## src/rtl/aes_shiftrows_row_shifter.sv

```systemverilog
// AES encryption-path ShiftRows stage, one N-byte state row per cycle.
// Each row is rotated left by its row index; the row index advances on wr_en
// and wraps after N rows, pulsing done as the last row is retired.
module aes_shiftrows_row_shifter #(
    parameter int N = 4
) (
    input  logic              clk,
    input  logic              resetn,   // active-high synchronous reset despite the name
    input  logic              wr_en,
    input  logic [N-1:0][7:0] inp,
    output logic [N-1:0][7:0] outp,
    output logic              done
);

    localparam int RW = (N > 1) ? $clog2(N) : 1;
    localparam logic [RW-1:0] LAST_ROW = RW'(N - 1);

    logic [RW-1:0]      row_q, row_d;
    logic [N-1:0][7:0]  outp_q, outp_d;
    logic               done_q, done_d;

    // Rotate the incoming row left by the current (pre-update) row index.
    always_comb begin
        // NOTE: every combinational output gets a default first so no path
        // leaves it unassigned, which would otherwise infer a latch.
        outp_d = '0;
        for (int j = 0; j < N; j++) begin
            outp_d[j] = inp[(j + int'(row_q)) % N];
        end
    end

    // Row counter advance/wrap and done pulse on retiring the last row.
    always_comb begin
        row_d  = row_q;
        done_d = 1'b0;
        if (wr_en) begin
            if (row_q == LAST_ROW) begin
                row_d  = '0;
                done_d = 1'b1;
            end else begin
                row_d = row_q + 1'b1;
            end
        end
    end

    // State registers; reset wins over any concurrent wr_en.
    always_ff @(posedge clk) begin
        // NOTE: sequential state uses non-blocking assignments so every
        // register samples the pre-edge values, regardless of statement order.
        if (resetn) begin
            row_q  <= '0;
            outp_q <= '0;
            done_q <= 1'b0;
        end else begin
            row_q  <= row_d;
            outp_q <= outp_d;
            done_q <= done_d;
        end
    end

    assign outp = outp_q;
    assign done = done_q;

endmodule

```

## config.mk

```make
export PLATFORM = sky130hd
export DESIGN_NAME = aes_shiftrows_row_shifter
export DESIGN_NICKNAME = d
export VERILOG_FILES = /design/src/rtl/aes_shiftrows_row_shifter.sv
export SDC_FILE = /design/constraint.sdc
export NUM_CORES = 1
export LEC_CHECK = 0
export CORE_MARGIN = 8
export CORE_UTILIZATION = 40
export DETAILED_ROUTE_END_ITERATION = 10
export PLACE_DENSITY = 0.79
export SLEW_MARGIN = 20
export SYNTH_ARGS = -nofsm -noshare
export SYNTH_HDL_FRONTEND = slang
export SYNTH_SLANG_ARGS = --single-unit
export TNS_END_PERCENT = 10
```

## constraint.sdc

```tcl
create_clock -name clk -period 3.5 [get_ports clk]
set_clock_uncertainty 0.05 [all_clocks]
set_input_delay 0.525 -clock clk [delete_from_list [all_inputs] [get_ports clk]]
set_output_delay 0.525 -clock clk [all_outputs]
set_load 0.03 [all_outputs]
```

==> impl_metrics.ini <==
[outcome]
outcome = finished, final reports clean

[cts]
tritoncts = yes
numCtsBuffers = 5
clk_pin_slew_ps = 100
root_buffer = clkbuf_4
cts_hold_buffers = 0
htree_levels = 2
clk_path_buf_depth = 2
cts.repair.resized = 0
worstSkewPairLatency_ps = 330
postCtsSetupRepairBufs = 0
clock_sinks = 35

[global_route]
grt_use_total_pct = 13.3
globalRouteOverflowTotal = 0
busiest_layer = met2
grt_pass1_vias = 1192
grt_pass1_wl_um = 5650
antenna_found_initial = 0
use_met2_pct = 20.3
grt_max_degree = 21
globalRouteMet1Util_pct = 16.1
gr-usage-met3_pct = 5.33

[routing]
drtAntennaViolNets = 0
post_drt_wl_per_cell_um = 15.8
postRouteWirelength_um = 3670
vias = 1166
viasPerCell = 5.00
first_pass_iters = 4
drtIter0Drc = 59
drc = 0

[sta]
rsz0062_at_grt = no
min_period_ps = 1940
final.setup.tns_ps = 0
setup_viol = 0
slew_headroom_pct = 62.4
fmaxAchievable_ghz = 0.516
slew_violations = 0
tightest_slew_ps = 565
fin_hold_ws_ps = 512
final-hold-violation-count = 0
period_share_pct = 55.3

[cells_and_area]
final_common_cell = clkdlybuf4s50_1
drive_above_1_share_pct = 4.81
most-common-layout-cells = clkdlybuf4s50_1 (67), dfxtp_1 (34), mux2i_1 (33), o22ai_1 (32), clkbuf_4 (5)
stdcell_area_um2 = 2110
antennaDiodeCount = 0
fill_cells = 303
multi_input_area_um2 = 599
regArea_um2 = 702
area_growth_pct = 50.1
nets = 222
fin_util_pct = 62.6

[placement]
place_area_um2 = 2040
place_congestion = 0.731
dp_hpwl_um = 2980
numPortBuffers = 67

[synthesis]
avgSynthCellArea_um2 = 11.4
yosysWarnings = 0
synth_cell_types = 15
synth-seq-cells = 35
seq_area_frac_synth_pct = 50.0
synth_cells = 123
synth_area_um2 = 1400
syn-num-nets = 159

[flow_run]
drv.max_cap_violation_count = 0

[setup_path]
crit_chain = clkdlybuf4s50_1
max_stage_delay_ps = 690
crit_path_start = outp[10]$_SDFF_PP0_
critPathBufInv = 1
crit_required_ps = 2920
cp-start-kind = register
worstPathArrival_ps = 1360
critPathCaptureType = output pin
reg2reg_from = row_q[0]$_SDFFE_PP0P_
worstSetupPathType = register to output pin
crit_fanout = 1
cpLargestDelayFamily = buffers and inverters
critPathSlowestCell = clkdlybuf4s50_1

[power]
max-vdd-ir-drop_mv = 0.302
power_density_nw_per_um2 = 485
power.leakage_nw = 0.782
power.total_mw = 1.02

[die]
row_count = 21
die_area_um2 = 5660
io-pin-count = 68
initial_core_util_pct = 41.7
die_height_um = 75.2
die_w_um = 75.2
coreArea_um2 = 3360

[worst_hold_path]
worst_hold_startpoint = row_q[1]$_SDFFE_PP0P_
hp-class = register to register
## path summary, 6_finish.rpt
path | to | slack [ps] | depth (start not counted)
hold reg to reg | row_q[1]$_SDFFE_PP0P_ | 510 | 2
setup reg to reg | outp[29]$_SDFF_PP0_ | 1740 | 3
hold / removal | row_q[1]$_SDFFE_PP0P_ | 510 | 2
setup / recovery | outp[10] | 1560 | 1
## worst min-delay path: stages (launching register included)
cell and delay [ps]:
dfxtp_1 350, mux2i_1 130, nor2_1 50
## state kept, by name, summed over array words and instances, names as in the netlist
name / flops
done: 1
outp: 32
row_q: 2
## logic make-up after synthesis
family | synth area share [%]
AO/OA/AOI/OAI | 14.6
adder cells (fa/ha/maj) | 0.892
buffers and inverters | 7.31
flip-flops | 50.0
multiplexers | 23.6
AND/OR/NAND/NOR | 3.66
## routing by layer
layer,wire [µm],vias to the layer above,part of all wire (%)
met5,0,-,0
met4,53,0,1.4
met3,311,7,8.5
met2,1660,43,45
met1,1650,522,45
li1,-,594,-
## synth_stat cells
master | number | area [µm²]
buf_4 | 4 | 30.0
or2_1 | 2 | 12.5
buf_6 | 2 | 22.5
buf_8 | 2 | 30.0
a21oi_1 | 1 | 5.00
or3b_1 | 1 | 8.76
buf_2 | 3 | 15.0
o22ai_1 | 32 | 200
clkbuf_2 | 1 | 5.00
mux2i_1 | 33 | 330
ha_1 | 1 | 12.5
nor2_1 | 2 | 7.51
nand2b_1 | 3 | 18.8
nand2_1 | 1 | 3.75
dfxtp_1 | 35 | 701
## final cells by class
class	count	share of cell area, %
timing repair buffer	68	32.2
clock buffer	8	3.27
tap	46	2.73
multi-input combinational	76	28.5
sequential	35	33.3
## where the power goes
| part | leakage (nW) | total (mW) | internal, mW | switching [mW] |
|---|---|---|---|---|
| Combinational | 0.452 | 0.318 | 0.148 | 0.170 |
| Sequential | 0.291 | 0.462 | 0.443 | 0.0190 |
| Clock | 0.0386 | 0.242 | 0.118 | 0.124 |
| Total | 0.782 | 1.02 | 0.709 | 0.313 |
## metrics by stage
step	worst slack, ps	cells
finish	1560	233
global route	1520	233
CTS	1560	233
detailed placement	1540	225
global placement	1580	225
floorplan	2160	123
(Power assumes the default switching activity.)
